$ cat src/rtl/alarm_ctrl.sv
// alarm_ctrl: alarm controller fed by the live time-of-day counter outputs.
// It compares the current time with a programmed alarm and drives a buzzer through an
// IDLE / RINGING / SNOOZE state machine. Snoozes per event are limited, and ringing
// stops by itself after a timeout. One CLK cycle is one second.
//
// Optional build macro:
//   ALARM_HOURLY_CHIME_EN  builds the hourly chime pulse. Without it, Chime is tied to 0.
//
// Ports:
//   CLK, RST               clock (1 Hz) and asynchronous active-high reset
//   Hours, Mins, Secs      current time of day
//   AlarmSet               load SetHours/SetMins (ignored if out of range)
//   SetHours, SetMins      new alarm time
//   AlarmEn                arm alarm (level)
//   Snooze, Stop           user requests, sampled every cycle
//   AlarmHours, AlarmMins  programmed alarm time
//   Ringing, Snoozing      state indicators (never both high)
//   Buzzer                 buzzer drive, toggling while ringing
//   SnoozeCnt              snoozes used in the current alarm event
//   Chime                  one-cycle hourly pulse (optional)
module alarm_ctrl #(
  parameter int unsigned RING_SECS   = 60,
  parameter int unsigned SNOOZE_MINS = 5,
  parameter int unsigned MAX_SNOOZES = 3
) (
  input  logic       CLK,
  input  logic       RST,
  input  logic [5:0] Hours,
  input  logic [5:0] Mins,
  input  logic [5:0] Secs,
  input  logic       AlarmSet,
  input  logic [5:0] SetHours,
  input  logic [5:0] SetMins,
  input  logic       AlarmEn,
  input  logic       Snooze,
  input  logic       Stop,
  output logic [5:0] AlarmHours,
  output logic [5:0] AlarmMins,
  output logic       Ringing,
  output logic       Snoozing,
  output logic       Buzzer,
  output logic [1:0] SnoozeCnt,
  output logic       Chime
);

  localparam logic [7:0] RingLast = 8'(RING_SECS - 1);
  localparam logic [1:0] MaxSnz   = 2'(MAX_SNOOZES);
  localparam logic [6:0] SnzAdd   = 7'(SNOOZE_MINS);

  typedef enum logic [1:0] {StIdle, StRing, StSnooze} state_e;

  state_e     state_q;
  logic [5:0] alarm_h_q, alarm_m_q;
  logic [5:0] tgt_h_q, tgt_m_q;
  logic [7:0] ring_cnt_q;
  logic [1:0] snooze_cnt_q;
  logic       buzzer_q;

  logic       set_ok;
  logic       match;
  logic [6:0] snz_m7, snz_h7;
  logic       snz_carry;
  logic       unused_snz_msb;

  assign set_ok = AlarmSet && (SetHours <= 6'd23) && (SetMins <= 6'd59);
  assign match  = AlarmEn && (Hours == tgt_h_q) && (Mins == tgt_m_q) && (Secs == 6'd0);

  // Snooze target = current time + SNOOZE_MINS, wrapping minutes and then hours.
  always_comb begin
    snz_carry = 1'b0;
    snz_m7    = {1'b0, Mins} + SnzAdd;
    if (snz_m7 >= 7'd60) begin
      snz_m7    = snz_m7 - 7'd60;
      snz_carry = 1'b1;
    end
    snz_h7 = {1'b0, Hours} + {6'd0, snz_carry};
    if (snz_h7 >= 7'd24) begin
      snz_h7 = 7'd0;
    end
  end

  // After wrapping, both results fit in 6 bits.
  assign unused_snz_msb = snz_m7[6] ^ snz_h7[6];

  always_ff @(posedge CLK or posedge RST) begin
    if (RST) begin
      state_q      <= StIdle;
      alarm_h_q    <= '0;
      alarm_m_q    <= '0;
      tgt_h_q      <= '0;
      tgt_m_q      <= '0;
      ring_cnt_q   <= '0;
      snooze_cnt_q <= '0;
      buzzer_q     <= 1'b0;
    end else if (set_ok) begin
      // A valid load overrides any other event in the same cycle.
      state_q      <= StIdle;
      alarm_h_q    <= SetHours;
      alarm_m_q    <= SetMins;
      tgt_h_q      <= SetHours;
      tgt_m_q      <= SetMins;
      snooze_cnt_q <= '0;
      buzzer_q     <= 1'b0;
    end else begin
      unique case (state_q)
        StIdle: begin
          buzzer_q <= 1'b0;
          if (match) begin
            state_q    <= StRing;
            ring_cnt_q <= '0;
            buzzer_q   <= 1'b1;
          end
        end
        StRing: begin
          if (Stop || !AlarmEn || (ring_cnt_q == RingLast)) begin
            // Stop, disarm or timeout. Snooze cannot win here because of the
            // priority order, except through the branch below.
            if (!Stop && AlarmEn && Snooze && (snooze_cnt_q < MaxSnz)) begin
              state_q      <= StSnooze;
              snooze_cnt_q <= snooze_cnt_q + 2'd1;
              tgt_h_q      <= snz_h7[5:0];
              tgt_m_q      <= snz_m7[5:0];
              buzzer_q     <= 1'b0;
            end else begin
              state_q      <= StIdle;
              snooze_cnt_q <= '0;
              tgt_h_q      <= alarm_h_q;
              tgt_m_q      <= alarm_m_q;
              buzzer_q     <= 1'b0;
            end
          end else if (Snooze && (snooze_cnt_q < MaxSnz)) begin
            state_q      <= StSnooze;
            snooze_cnt_q <= snooze_cnt_q + 2'd1;
            tgt_h_q      <= snz_h7[5:0];
            tgt_m_q      <= snz_m7[5:0];
            buzzer_q     <= 1'b0;
          end else begin
            ring_cnt_q <= ring_cnt_q + 8'd1;
            buzzer_q   <= ~buzzer_q;
          end
        end
        StSnooze: begin
          buzzer_q <= 1'b0;
          if (Stop || !AlarmEn) begin
            state_q      <= StIdle;
            snooze_cnt_q <= '0;
            tgt_h_q      <= alarm_h_q;
            tgt_m_q      <= alarm_m_q;
          end else if (match) begin
            state_q    <= StRing;
            ring_cnt_q <= '0;
            buzzer_q   <= 1'b1;
          end
        end
        default: begin
          state_q  <= StIdle;
          buzzer_q <= 1'b0;
        end
      endcase
    end
  end

  assign AlarmHours = alarm_h_q;
  assign AlarmMins  = alarm_m_q;
  assign Ringing    = (state_q == StRing);
  assign Snoozing   = (state_q == StSnooze);
  assign Buzzer     = buzzer_q;
  assign SnoozeCnt  = snooze_cnt_q;

`ifdef ALARM_HOURLY_CHIME_EN
  logic chime_q;

  // Pulse on the top of every hour, unless the alarm is ringing at that moment.
  always_ff @(posedge CLK or posedge RST) begin
    if (RST) begin
      chime_q <= 1'b0;
    end else begin
      chime_q <= (Mins == 6'd0) && (Secs == 6'd0) && (state_q != StRing);
    end
  end

  assign Chime = chime_q;
`else
  assign Chime = 1'b0;
`endif

endmodule

$ cat config.mk
export PLATFORM = sky130hd
export DESIGN_NAME = alarm_ctrl
export DESIGN_NICKNAME = d
export VERILOG_FILES = /design/src/rtl/alarm_ctrl.sv
export SDC_FILE = /design/constraint.sdc
export NUM_CORES = 1
export LEC_CHECK = 0
export ABC_AREA = 1
export BUFFER_PORTS_ARGS = -buffer_cell sky130_fd_sc_hd__buf_2
export CORE_ASPECT_RATIO = 0.8
export CORE_MARGIN = 4
export CORE_UTILIZATION = 55
export CTS_CLUSTER_SIZE = 24
export DETAILED_ROUTE_END_ITERATION = 10
export MAX_ROUTING_LAYER = met4
export PLACE_DENSITY = 0.91
export SYNTH_ARGS = -nofsm -noshare
export SYNTH_HDL_FRONTEND = slang
export SYNTH_SLANG_ARGS = --single-unit
$ cat constraint.sdc
create_clock -name CLK -period 2.5 [get_ports CLK]
set_clock_uncertainty 0.2 [all_clocks]
set_input_delay 0.25 -clock CLK [delete_from_list [all_inputs] [get_ports CLK]]
set_output_delay 0.25 -clock CLK [all_outputs]
set_load 0.1 [all_outputs]
After elaboration in Yosys (flattened, before gate mapping) --
Cells that the tools add are included. W data, S select, Z words.
Word-level totals: input bits 36, output and inout bits 18, logic and storage cells 88, register bits 37
Operators by class: multiplexer cells 39, $lt $le $gt $ge 5, add/subtract/negate cells 5, equality and inequality tests 10, reduce and logical (&&, ||, !) cells 19, bitwise operators 2
Operators by type and width (number):
- $mux W6 | 12
- $mux W8 | 4
- $pmux W6 S2 | 2
- $pmux W8 S3 | 1
- $mux W2 | 11
- $eq A6 B6 Y1 | 2
- $logic_and A1 B1 Y1 | 9
- $add A8 B1 Y8 const B | 1
- $eq A8 B6 Y1 const B | 1
- $add A6 B1 Y7 | 1
- $add A6 B3 Y7 const B | 1
- $ge A7 B5 Y1 const B | 1
- $ge A7 B6 Y1 const B | 1
- $le A6 B5 Y1 const B | 1
- $le A6 B6 Y1 const B | 1
- $logic_not A6 Y1 | 1
- $mux W1 | 6
- $ne A2 B2 Y1 const B | 3
- $pmux W2 S3 | 1
- $reduce_bool A3 Y1 | 2
- $sub A6 B6 Y6 const B | 1
- $reduce_and A5 Y1 | 1
- $ne A4 B1 Y1 const B | 1
- $pmux W2 S2 | 1
- other kinds (11) | 14

Logic depth before layout (Yosys ltp) --
depth after elaboration 10, depth in mapped cells 22, depth with buffers taken out 22

Worst setup path after synthesis --
Ideal clock, no wire load.
path kind input port to flip-flop, from input Mins[0], to register tgt_h_q[2], path buffers 0, data required time 2.235 ns, setup slack -0.169 ns, library setup time 0.065 ns, data arrival time 2.404 ns, cell stages on the path 21, cell sequence ha_1 -> inv_1 -> nand2_1 -> nand2_1 -> ha_1 -> nand2_1 -> nand3b_1 -> o21ai_0 -> nand2_1 -> nand2_1 -> ha_1 -> ha_1 -> nand3_1 -> xor2_1 -> nand2_1 -> nand2_1 -> nor2_1 -> nand3_1 -> nand2_1 -> nand2_1 -> nand2_1
Between the ends: longest elaborated chain between the ends 10, elaborated cells on any way between the ends 11, classes of those cells add/sub (2); order compare (2); mux (7)
RTL lines:
- from (decl) | RTL line 29 | input logic [5:0] Mins,
- $add A6 B3 Y7 * | RTL line 71 | snz_m7 = {1'b0, Mins} + SnzAdd;
- $ge A7 B6 Y1 * | RTL line 72 | if (snz_m7 >= 7'd60) begin
- $mux W1 * | RTL line 72
- $add A6 B1 Y7 * | RTL line 76 | snz_h7 = {1'b0, Hours} + {6'd0, snz_carry};
- $ge A7 B5 Y1 | RTL line 77 | if (snz_h7 >= 7'd24) begin
- $mux W6 * | RTL line 77
- $mux W6, on equally long branches | RTL line 131, 118
- $mux W6 * | RTL line 115 | if (Stop || !AlarmEn || (ring_cnt_q == RingLast)) begin
- $pmux W6 S2 * | RTL line 105 | unique case (state_q)
- $mux W6 * | RTL line 95 | end else if (set_ok) begin
- to (signal assigned) | RTL line 100 | tgt_h_q <= SetHours;
- to (signal assigned) | RTL line 121 | tgt_h_q <= snz_h7[5:0];
- to (signal assigned) | RTL line 134 | tgt_h_q <= snz_h7[5:0];
- to (decl) | RTL line 54 | logic [5:0] tgt_h_q, tgt_m_q;
Every way passes the cells marked *; elsewhere a longest branch is shown, timed or not. The select of a mux whose other input is x is not followed. A chain may end at the register's enable or synchronous reset.

Worst setup path after layout --
from input Mins[2], to register tgt_h_q[3]
Same word-level chain as after synthesis.

==> key figures <==
Timing
  – Min cycle time layout: 2500 ps
  – # setup viols final: 1
  – RSZ-0062 raised after global routing: true
  – Fmax: 399 MHz
  – Final Slew Violations: 0
  – Tcrit/Tclk final: 100%
  – Final hold violations: 0
  – Final WS setup: -4.69 ps

Finish
  – Register area: 926 µm²
  – Diode count: 0
  – Layout fillers: 315
  – # nets final: 473
  – Area occupied by multi-input gates: 1500 µm²
  – Layout cells sized above 1: 28.1%
  – Area growth, synth to finish: 27.3%

Yosys
  – Top cells by area, synth: dfrtp_1, nand2_1, inv_1
  – Synthesized netlist cell count: 351
  – Yosys warnings: 0
  – Syn Area/Cell: 7.26 µm²
  – Mapped Area: 2550 µm²
  – Seq/Total Area, Yosys: 36.3%
  – FF+latch count, synth: 37
  – Asr flop ratio synth: 100%
  – Synth top area share: 36.3%
  – Number of synthesized flops with an enable pin: 0
  – Synth Flop Type: dfrtp_1
  – Synthesized Nets: 398
  – Synth area leader: dfrtp_1
  – Distinct cells, synth: 34

Status
  – Status: finished with violations
  – Failing checks: negative setup slack

Route
  – DR iter-0 viols: 290
  – ANT nets after route: 0
  – WL final: 7.20 mm
  – Post-DR vias/cell: 5.61
  – Wire length per cell: 14.9 µm
  – Drc violations: 0
  – DR vias: 2713
  – First-pass DRT Iterations: 6

Global routing
  – Initial antenna violation count: 0
  – First-pass GRT wire length: 11.0 mm
  – Total track usage: 25.1%
  – Largest net degree at the start of global routing: 38
  – GRT overflow: 0
  – Vias in the first global route: 2331

Floorplanning
  – Rows: 21
  – Die area: 5790 µm²
  – Starting Density: 58.8%
  – Die Ht: 68.9 µm
  – Top Ports: 54
  – Die W: 84.1 µm
  – Core Box Area: 4340 µm²

Worst hold path
  – Hold WC Path Type: input port to register

Setup path
  – Worst Path Max Fanout: 4
  – Worst setup SP type: input port
  – Type of the worst setup path: input port to register
  – R2R setup slack: 290 ps
  – CP Capture Type: register
  – Critical Path RT: 2540 ps
  – Arrival time at the worst endpoint: 2550 ps

Power
  – Power Density: 551 nW/µm²
  – Tot Pwr: 1.79 mW
  – IR drop worst, VDD: 0.538 mV
  – Pleak: 1.72 nW

Placement
  – # port buffers: 52
  – HPWL Detailed: 5.07 mm
  – Pre-CTS setup slack: -348 ps
  – RePlAce Congestion: 0.928

Clock network
  – Clk_lat worst skew: 300 ps
  – Clock root cell: clkbuf_8
  – H-tree depth: 2
  – # clock sinks: 37
  – CTS tree: yes
  – Clock transition at path regs: 80 ps
  – Cts bufs inserted: 5
  – Clock Path Buffers: 2

Run
  – Max cap viols: 0
==> power breakdown <==
part	internal [mW]	leakage, nW	total (mW)	switching [mW]
sequential	0.661	0.481	0.704	0.0426
combinational	0.174	1.19	0.631	0.458
clock	0.223	0.0512	0.452	0.228
total	1.06	1.72	1.79	0.728
==> cell usage after synthesis (3+ instances only) <==
cell	number
xor2_1	10
inv_1	44
nor2_1	23
dfrtp_1	37
a31oi_1	3
o21ai_0	18
ha_1	11
inv_2	4
nand2_2	4
buf_6	3
nand3b_1	4
a21oi_1	5
xnor2_1	8
nand4_1	14
nand3_1	30
nand2_1	107
o211ai_1	3
==> repair_timing <==
item,CTS,global route
buffers inserted,1,4
hold buffers,2,1
pin swaps,0,14
gates cloned,0,0
hold endpoints to repair,38,1
setup endpoints to repair,5,5
resized for setup,1,21
==> stage by stage <==
| step | TNS (ps) | instances | instance area, µm² | utilization, % | hold WS, ps |
|---|---|---|---|---|---|
| after floorplan | 0 | 351 | 2610 | - | 173 |
| after global placement | -773 | 468 | 3000 | 69.3 | 179 |
| after detailed placement | -1700 | 468 | 3000 | 69.3 | 184 |
| after CTS | 0 | 479 | 3130 | 72.2 | 0.794 |
| after global routing | -601 | 484 | 3240 | 74.8 | 13.9 |
| final | -4.69 | 484 | 3240 | 74.8 | 0.516 |
==> state kept, by name, indices dropped and copies added, names as in the netlist <==
name        cells
Buzzer          1
tgt_h_q         6
tgt_m_q         6
SnoozeCnt       2
AlarmMins       6
AlarmHours      6
state_q         2
ring_cnt_q      8
==> metal layers <==
| metal | vias up | track usage (%) | routed length, µm |
|---|---|---|---|
| li1 | 1280 | - | - |
| met1 | 1254 | 32.8 | 3220 |
| met2 | 158 | 39.4 | 3240 |
| met3 | 21 | 4.99 | 584 |
| met4 | 0 | 8.84 | 152 |
| met5 | - | - | 0 |
==> kinds of logic (layout without fill, tap and decap cells) <==
family / count (synthesis) / in the layout / synth area share, %
and+or+nand+nor: 192 / 192 / 34.2
buffers and inverters: 56 / 132 / 9.38
DFF: 37 / 37 / 36.3
AOI/OAI and AO/OA: 36 / 36 / 8.39
xor gates and xnor gates: 18 / 18 / 6.19
adders and majority gates: 11 / 11 / 5.40
other: 1 / 1 / 0.147
==> layout by cell type, fill, tap and decap left out, drive strengths merged, types with 6 or more instances in the layout <==
| cell type | instances |
|---|---|
| a21oi | 6 |
| xor2 | 10 |
| buf | 73 |
| clkbuf | 6 |
| nand3 | 33 |
| inv | 48 |
| dfrtp | 37 |
| xnor2 | 8 |
| o21ai | 19 |
| nand2 | 111 |
| nand4 | 14 |
| ha | 11 |
| nor2 | 26 |
==> final cells by class <==
cell class,count,share of cell area (%)
multi-input cells,258,46.2
flip-flops and latches,37,28.5
repair buffers,76,14.4
inverters,48,5.63
clock buffers,6,2.55
well taps,57,2.20
clock inverters,2,0.424
==> worst paths after layout <==
path	cells past startpoint	from	endpoint
worst max-delay path	23	Mins[2]	tgt_h_q[3]
worst min register to register	2	tgt_h_q[3]	tgt_h_q[3]
worst max register to register	14	ring_cnt_q[0]	tgt_m_q[4]
min in group asynchronous	4	RST	ring_cnt_q[4]
worst min-delay path	3	SetMins[5]	AlarmMins[5]
max in group asynchronous	4	RST	tgt_m_q[3]
==> critical path, cell delays in order <==
cell and delay (ps):
buf_2 120, inv_4 70, nand2_2 60, nand2_2 90, nand2_2 60, inv_2 60, ha_4 120, nand2_1 50
nand3b_1 170, o21ai_1 100, nand2_1 100, nand2_2 100, ha_4 170, nand3_4 100, nor3_4 190, nand3_1 80
o21ai_1 80, nand2_1 110, nor2_2 160, nand3_1 80, nand2_1 90, nand2_1 60, nand2_1 70
No activity file was read; power rests on OpenSTA's default activity.
